**src/rtl/rx_mac_ring_writer_if.sv**
```systemverilog
// AXI-Stream receive channel from the 10G MAC into the ring writer.
// The MAC is the master; the ring writer is the slave.
interface rx_mac_ring_writer_if;
    logic [63:0]  tdata;
    logic [7:0]   tstrb;
    logic [127:0] tuser;
    logic         tvalid;
    logic         tlast;
    logic         tready;

    modport master (output tdata, output tstrb, output tuser, output tvalid, output tlast,
                    input tready);
    modport slave  (input tdata, input tstrb, input tuser, input tvalid, input tlast,
                    output tready);
endinterface

```
**src/rtl/rx_mac_ring_writer.sv**
```systemverilog
// MAC Rx front end: stores each AXI-Stream frame as a record (two header words,
// then payload) in a circular buffer, and commits the record only once it is complete.
module rx_mac_ring_writer #(
    parameter int AW            = 10,
    parameter int FILL_LIMIT    = 920,
    parameter int LEN_SRC       = 0,
    parameter int TS_SRC        = 0,
    parameter int TS_INC        = 6,
    parameter int TICKS_PER_SEC = 156250000
) (
    input  logic                  clk,
    input  logic                  reset_n,
    rx_mac_ring_writer_if.slave   s_axis,
    output logic [AW-1:0]         wr_addr,
    output logic [63:0]           wr_data,
    output logic                  wr_en,
    output logic [AW-1:0]         commited_wr_address,
    input  logic [AW-1:0]         commited_rd_address,
    output logic [31:0]           accepted_frames,
    output logic [31:0]           dropped_frames,
    output logic [31:0]           bad_frames
);
    typedef enum logic [2:0] {IDLE, DATA, HDR0, HDR1, DROP} state_t;

    localparam logic [AW-1:0] FILL_LIM = AW'(FILL_LIMIT);
    localparam logic [AW-1:0] HDR_WORDS = AW'(2);

    state_t        state_q, state_d;
    logic [AW-1:0] ptr_q, ptr_d, cwa_q, cwa_d, wr_addr_q, wr_addr_d;
    logic [63:0]   wr_data_q, wr_data_d, ts_q, ts_d;
    logic          wr_en_q, wr_en_d, tready_q, tready_d;
    logic [31:0]   acc_q, acc_d, drop_q, drop_d, bad_q, bad_d;
    logic [7:0]    src_q, src_d, dst_q, dst_d;
    logic [15:0]   len_q, len_d, bytecnt_q, bytecnt_d;
    logic [31:0]   tick_q, tick_d, ts_sec_q, ts_sec_d, ts_nsec_q, ts_nsec_d;

    logic          beat, full;
    logic [AW-1:0] fill;
    logic [15:0]   beat_bytes, hdr_len;
    logic          unused_tuser;

    assign unused_tuser = ^s_axis.tuser[127:97];

    function automatic logic [31:0] sat_inc(input logic [31:0] v);
        return (v == 32'hFFFF_FFFF) ? v : v + 32'd1;
    endfunction

    function automatic logic [15:0] popcount8(input logic [7:0] v);
        logic [15:0] c;
        c = '0;
        for (int i = 0; i < 8; i++) c = c + {15'b0, v[i]};
        return c;
    endfunction

    always_comb begin
        state_d    = state_q;
        ptr_d      = ptr_q;
        cwa_d      = cwa_q;
        wr_en_d    = 1'b0;
        wr_addr_d  = wr_addr_q;
        wr_data_d  = wr_data_q;
        tready_d   = tready_q;
        acc_d      = acc_q;
        drop_d     = drop_q;
        bad_d      = bad_q;
        src_d      = src_q;
        dst_d      = dst_q;
        len_d      = len_q;
        ts_d       = ts_q;
        bytecnt_d  = bytecnt_q;

        beat       = s_axis.tvalid & tready_q;
        fill       = ptr_q - commited_rd_address;
        full       = (fill >= FILL_LIM);
        beat_bytes = popcount8(s_axis.tstrb);
        hdr_len    = (LEN_SRC == 1) ? bytecnt_q : len_q;

        // Free-running timestamp; the seconds rollover overrides the ns increment.
        if (tick_q == 32'(TICKS_PER_SEC - 1)) begin
            tick_d    = '0;
            ts_nsec_d = '0;
            ts_sec_d  = ts_sec_q + 32'd1;
        end else begin
            tick_d    = tick_q + 32'd1;
            ts_nsec_d = ts_nsec_q + 32'(TS_INC);
            ts_sec_d  = ts_sec_q;
        end

        case (state_q)
            IDLE, DATA: begin
                if (beat) begin
                    if (state_q == IDLE) begin
                        src_d     = s_axis.tuser[23:16];
                        dst_d     = s_axis.tuser[31:24];
                        len_d     = s_axis.tuser[15:0];
                        ts_d      = (TS_SRC == 1) ? {ts_sec_q, ts_nsec_q} : s_axis.tuser[95:32];
                        bytecnt_d = beat_bytes;
                    end else begin
                        bytecnt_d = bytecnt_q + beat_bytes;
                    end
                    if (full) begin
                        if (s_axis.tlast) begin
                            drop_d  = sat_inc(drop_q);
                            ptr_d   = cwa_q + HDR_WORDS;
                            state_d = IDLE;
                        end else begin
                            state_d = DROP;
                        end
                    end else begin
                        wr_en_d   = 1'b1;
                        wr_addr_d = ptr_q;
                        wr_data_d = s_axis.tdata;
                        ptr_d     = ptr_q + AW'(1);
                        state_d   = DATA;
                        if (s_axis.tlast) begin
                            // Bad frames roll the pointer back so the space is reused.
                            if (s_axis.tuser[96]) begin
                                ptr_d   = cwa_q + HDR_WORDS;
                                bad_d   = sat_inc(bad_q);
                                state_d = IDLE;
                            end else begin
                                tready_d = 1'b0;
                                state_d  = HDR0;
                            end
                        end
                    end
                end
            end
            HDR0: begin
                wr_en_d   = 1'b1;
                wr_addr_d = cwa_q;
                wr_data_d = {16'b0, hdr_len, 8'b0, dst_q, 8'b0, src_q};
                state_d   = HDR1;
            end
            HDR1: begin
                wr_en_d   = 1'b1;
                wr_addr_d = cwa_q + AW'(1);
                wr_data_d = ts_q;
                cwa_d     = ptr_q;
                ptr_d     = ptr_q + HDR_WORDS;
                acc_d     = sat_inc(acc_q);
                tready_d  = 1'b1;
                state_d   = IDLE;
            end
            DROP: begin
                if (beat && s_axis.tlast) begin
                    drop_d  = sat_inc(drop_q);
                    ptr_d   = cwa_q + HDR_WORDS;
                    state_d = IDLE;
                end
            end
            default: state_d = IDLE;
        endcase
    end

    always_ff @(posedge clk or negedge reset_n) begin
        if (!reset_n) begin
            state_q   <= IDLE;
            ptr_q     <= HDR_WORDS;
            cwa_q     <= '0;
            wr_en_q   <= 1'b0;
            wr_addr_q <= '0;
            wr_data_q <= '0;
            tready_q  <= 1'b1;
            acc_q     <= '0;
            drop_q    <= '0;
            bad_q     <= '0;
            src_q     <= '0;
            dst_q     <= '0;
            len_q     <= '0;
            ts_q      <= '0;
            bytecnt_q <= '0;
            tick_q    <= '0;
            ts_sec_q  <= '0;
            ts_nsec_q <= '0;
        end else begin
            state_q   <= state_d;
            ptr_q     <= ptr_d;
            cwa_q     <= cwa_d;
            wr_en_q   <= wr_en_d;
            wr_addr_q <= wr_addr_d;
            wr_data_q <= wr_data_d;
            tready_q  <= tready_d;
            acc_q     <= acc_d;
            drop_q    <= drop_d;
            bad_q     <= bad_d;
            src_q     <= src_d;
            dst_q     <= dst_d;
            len_q     <= len_d;
            ts_q      <= ts_d;
            bytecnt_q <= bytecnt_d;
            tick_q    <= tick_d;
            ts_sec_q  <= ts_sec_d;
            ts_nsec_q <= ts_nsec_d;
        end
    end

    assign s_axis.tready       = tready_q;
    assign wr_en               = wr_en_q;
    assign wr_addr             = wr_addr_q;
    assign wr_data             = wr_data_q;
    assign commited_wr_address = cwa_q;
    assign accepted_frames     = acc_q;
    assign dropped_frames      = drop_q;
    assign bad_frames          = bad_q;
endmodule

```
**src/flat_wrapper.sv**
```systemverilog
// flat-port wrapper written by rule: the top's interface ports become plain ports
module rx_mac_ring_writer_flat 
#(
    parameter int AW            = 10,
    parameter int FILL_LIMIT    = 920,
    parameter int LEN_SRC       = 0,
    parameter int TS_SRC        = 0,
    parameter int TS_INC        = 6,
    parameter int TICKS_PER_SEC = 156250000
)
  (clk, reset_n, wr_addr, wr_data, wr_en, commited_wr_address, commited_rd_address, accepted_frames, dropped_frames, bad_frames, s_axis_tdata, s_axis_tstrb, s_axis_tuser, s_axis_tvalid, s_axis_tlast, s_axis_tready);
  rx_mac_ring_writer_if s_axis_i ();
  input  logic clk;
  input  logic reset_n;
  output logic [AW-1:0] wr_addr;
  output logic [63:0] wr_data;
  output logic wr_en;
  output logic [AW-1:0] commited_wr_address;
  input  logic [AW-1:0] commited_rd_address;
  output logic [31:0] accepted_frames;
  output logic [31:0] dropped_frames;
  output logic [31:0] bad_frames;
  input wire logic [$bits(s_axis_i.tdata)-1:0] s_axis_tdata;
  input wire logic [$bits(s_axis_i.tstrb)-1:0] s_axis_tstrb;
  input wire logic [$bits(s_axis_i.tuser)-1:0] s_axis_tuser;
  input wire logic [$bits(s_axis_i.tvalid)-1:0] s_axis_tvalid;
  input wire logic [$bits(s_axis_i.tlast)-1:0] s_axis_tlast;
  output wire logic [$bits(s_axis_i.tready)-1:0] s_axis_tready;
  assign s_axis_i.tdata = s_axis_tdata;
  assign s_axis_i.tstrb = s_axis_tstrb;
  assign s_axis_i.tuser = s_axis_tuser;
  assign s_axis_i.tvalid = s_axis_tvalid;
  assign s_axis_i.tlast = s_axis_tlast;
  assign s_axis_tready = s_axis_i.tready;
  rx_mac_ring_writer #(.AW(AW), .FILL_LIMIT(FILL_LIMIT), .LEN_SRC(LEN_SRC), .TS_SRC(TS_SRC), .TS_INC(TS_INC), .TICKS_PER_SEC(TICKS_PER_SEC)) u_core (.clk(clk), .reset_n(reset_n), .s_axis(s_axis_i), .wr_addr(wr_addr), .wr_data(wr_data), .wr_en(wr_en), .commited_wr_address(commited_wr_address), .commited_rd_address(commited_rd_address), .accepted_frames(accepted_frames), .dropped_frames(dropped_frames), .bad_frames(bad_frames));
endmodule
```
**config.mk**
```make
export PLATFORM = sky130hd
export DESIGN_NAME = rx_mac_ring_writer_flat
export DESIGN_NICKNAME = d
export VERILOG_FILES = /design/src/rtl/rx_mac_ring_writer_if.sv /design/src/rtl/rx_mac_ring_writer.sv /design/src/flat_wrapper.sv
export SDC_FILE = /design/constraint.sdc
export NUM_CORES = 1
export LEC_CHECK = 0
export ABC_AREA = 1
export ABC_CLOCK_PERIOD_IN_PS = 7220
export CORE_MARGIN = 3
export CORE_UTILIZATION = 54
export CTS_CLUSTER_SIZE = 16
export DETAILED_ROUTE_END_ITERATION = 10
export HOLD_SLACK_MARGIN = 0.02
export PLACE_DENSITY = 0.91
export SLEW_MARGIN = 40
export SYNTH_ARGS = -nofsm -noshare
export SYNTH_HDL_FRONTEND = slang
export SYNTH_SLANG_ARGS = --single-unit
```
**constraint.sdc**
```tcl
create_clock -name clk -period 7.22 [get_ports clk]
set_input_delay 0.722 -clock clk [delete_from_list [all_inputs] [get_ports clk]]
set_output_delay 0.722 -clock clk [all_outputs]
set_load 0.005 [all_outputs]
```
==> results.py <==
metrics = {
    "timing": {
        "finalClockSkew_ns": 0.0173,
        "hold_violations": 0,
        "fin_crit_sh": 0.534,
        "maxSlewHeadroom": 0.453,
        "fmax_mhz": 259,
        "post-route-min-period_ns": 3.86,
        "drv_slew": 0,
        "rsz0062_at_grt": "no",
        "tightest_slew_ns": 0.817,
        "setup_viol": 0,
        "finalSetupTns_ns": 0,
    },
    "route": {
        "drtPass1Iterations": 6,
        "drt_iter0_drc": 1328,
        "final_antenna_net_count": 0,
        "drt_wl_total_um": 49000,
        "wl_per_cell_um": 18.7,
        "num_vias": 14900,
        "viasPerCell": 5.70,
        "drcViolationCount": 0,
    },
    "yosys": {
        "yosysTopAreaCellShare": 0.462,
        "yosys.area_share.simple": 0.254,
        "syn_nets": 2116,
        "ys.warnings.count": 0,
        "syn_avg_cell_area_sq_um": 8.31,
        "synth_compound_area_frac": 0.0831,
        "ys_seq_area_frac": 0.465,
        "syn_area_sq_um": 15700,
        "synth_edf_count": 0,
        "synthAdderAreaFrac": 0.0141,
        "synthCells": 1885,
        "yosysMostFrequentCell": "nand2_1",
        "synth_top_family_by_area": "simple AND/OR/NAND/NOR gates",
        "synthFlopType": "dfrtp_1",
        "synthXorXnorAreaFrac": 0.0537,
        "yosysTopAreaCell": "dfrtp_1",
        "synth.area.mux_share": 0.0676,
        "synth.top_cells.by_area": "dfrtp_1 (46%), nand2_1 (13%), mux2_2 (6.8%)",
        "synth_cell_types": 46,
        "synth-seq-cells": 291,
        "synthArstFlopShare": 1.00,
        "synth_commonest_cells": "nand2_1 (549), dfrtp_1 (289), inv_1 (163), nor2_1 (141), nand3_1 (117)",
    },
    "clocking": {
        "clock_latency_ns": 0.51,
        "cts_sinks": 291,
        "ctsHoldBuffers": 0,
        "cts_buffers": 34,
        "cts.path.max_buffers": 3,
        "h-tree-depth": 2,
        "cts_tree": "built",
        "cts_resized": 0,
        "post-cts-setup-buffers": 0,
        "clk_pin_slew_worst_paths_ns": 0.06,
        "clockRootBuffer": "clkbuf_16",
    },
    "floorplan": {
        "initial_utilization": 0.556,
        "die_x_um": 176,
        "die_h_um": 176,
        "rows": 61,
        "core_region_area_sq_um": 28200,
        "dieArea_sq_um": 31100,
        "ioPinCount": 396,
    },
    "finish": {
        "instances_no_fill": 2618,
        "syn2layout_area_growth_pct": 31.9,
        "postLayoutCoreUtil": 0.733,
        "fin_area_sq_um": 20700,
        "layout.nets": 2443,
        "layout-drive-gt1-share": 0.0805,
        "fillers": 2010,
    },
    "worst_setup_path": {
        "required_ns": 7.61,
        "slowest_delay_ns": 0.49,
        "crit_arrival_ns": 4.25,
        "crit_family": "simple AND/OR/NAND/NOR gates",
        "worst_path_most_repeated_cell": "nand2_1",
        "crit_type": "flop to flop",
        "critPathCaptureType": "flop",
        "cp_max_fo": 82,
        "cp-start-kind": "flop",
        "crit_path_cell_trace": "inv_1 > ha_1 > inv_1 > fa_1 > nand3_1 > nand3_1 > nand2_1 > nand2_1 > inv_1 > nor2_2 > nor2_4 > nand3_4 > nand2_8 > nand2_8 > nand2_1 > nand2_1",
        "cp_num_buf_inv": 3,
        "cp_slowest_cell": "dfrtp_1",
    },
    "power_and_ir_drop": {
        "p_leak_uw": 0.00936,
        "power.total_uw": 7590,
        "vdd_drop_max_v": 0.000289,
        "pwr_density_cell_nw_per_um2": 367,
    },
    "placed_design": {
        "io_buffers": 356,
        "hpwl_um": 33700,
        "placed_cell_area_sq_um": 19500,
        "dp.cells": 2554,
        "gp_congestion": 0.933,
    },
    "min_path": {
        "hp-class": "input port to async pin",
    },
    "global_route": {
        "antenna_found_initial": 6,
        "grt_max_degree": 94,
        "grt_pass1_vias": 14600,
        "grt_usage": 0.307,
        "grt_pass1_wl_um": 77300,
        "grt_remaining_overflow": 0,
    },
    "flow_run": {
        "drv.max_cap_violation_count": 0,
    },
    "run_status": {
        "status": "completed",
    },
}
[cells by family after synthesis]
group,Yosys count
and+or+nand+nor,936
DFF,291
buffers and inverters,238
AOI/OAI and AO/OA,213
xor gates and xnor gates,96
muxes,94
adders and majority gates,17
[report_power, final]
part | switching (uW) | leakage, uW | internal, uW
registers | 519 | 0.00364 | 2260
clock network | 690 | 0.000570 | 1080
logic | 1610 | 0.00515 | 1430
total | 2820 | 0.00936 | 4770
[registers in the layout, summed over array words and instances (netlist names)]
| signal | cells |
|---|---|
| u_core.wr_addr | 10 |
| u_core.s_axis.tready | 1 |
| u_core.dropped_frames | 32 |
| u_core.ts_q | 64 |
| u_core.accepted_frames | 32 |
| u_core.state_q | 3 |
| u_core.dst_q | 8 |
| u_core.ptr_q | 10 |
| u_core.wr_data | 64 |
| u_core.commited_wr_address | 10 |
| u_core.hdr_len | 16 |
| u_core.bad_frames | 32 |
| u_core.wr_en | 1 |
| u_core.src_q | 8 |
[worst paths after layout]
kind | slack [ns] | to | from | cells past startpoint
setup / recovery | 3.36 | u_core.wr_data[18] | u_core.ptr_q[0] | 16
hold / removal | 0.15 | u_core.accepted_frames[15] | reset_n | 1
setup reg to reg | 3.36 | u_core.wr_data[18] | u_core.ptr_q[0] | 16
hold reg to reg | 0.49 | u_core.s_axis.tready | u_core.s_axis.tready | 2
max in group asynchronous | 5.81 | u_core.ts_q[22] | reset_n | 3
min in group clk | 0.49 | u_core.s_axis.tready | u_core.s_axis.tready | 2
[metal layers]
metal,global-route usage,share of wire,vias up
met5,0,0.00027,-
met4,0.140,0.051,2
met3,0.0615,0.076,182
met2,0.512,0.49,729
met1,0.385,0.39,7134
li1,-,-,6885
[metrics by stage]
| stage | hold WS [ns] | setup slack (ns) |
|---|---|---|
| after floorplan | 0.426 | 4.64 |
| after global placement | 0.474 | 2.47 |
| after detailed placement | 0.480 | 2.99 |
| after CTS | 0.154 | 3.44 |
| after global routing | 0.182 | 3.14 |
| final | 0.152 | 3.36 |
[layout by cell type, fill, tap and decap left out, types with 2 or more instances in the layout]
| cell | count |
|---|---|
| buf_6 | 3 |
| nand2_8 | 2 |
| clkinv_4 | 2 |
| clkinv_2 | 7 |
| nor2_2 | 5 |
| nand3_1 | 117 |
| a22o_1 | 30 |
| nand3_4 | 2 |
| nor4_1 | 22 |
| nor3_1 | 47 |
| mux2_2 | 94 |
| buf_4 | 4 |
| a22oi_1 | 34 |
| nand3b_1 | 10 |
| inv_1 | 161 |
| dfstp_2 | 2 |
| nand4_1 | 31 |
| diode_2 | 5 |
| o21ai_1 | 43 |
| dfrtp_1 | 289 |
| xor2_1 | 76 |
| clkbuf_1 | 5 |
| nand2_1 | 548 |
| clkbuf_16 | 35 |
| xnor2_1 | 20 |
| nor2_1 | 141 |
| nor2_4 | 2 |
| clkbuf_8 | 5 |
| nand3_2 | 2 |
| ha_1 | 16 |
| o221ai_1 | 2 |
| clkdlybuf4s50_1 | 355 |
| a21oi_1 | 40 |
| o21ai_0 | 51 |
| bufinv_16 | 4 |
| o22ai_1 | 7 |
[cell type report]
| class | count | area (sq um) | area share |
|---|---|---|---|
| clock inverters | 14 | 181 | 0.00878 |
| inverters | 164 | 618 | 0.0299 |
| well taps | 378 | 473 | 0.0229 |
| flip-flops and latches | 291 | 7280 | 0.353 |
| repair buffers | 365 | 3680 | 0.178 |
| diodes | 5 | 12.5 | 0.000606 |
| multi-input cells | 1356 | 7440 | 0.360 |
| clock buffers | 45 | 963 | 0.0466 |
Note: power is estimated with default switching activity, not from simulation.
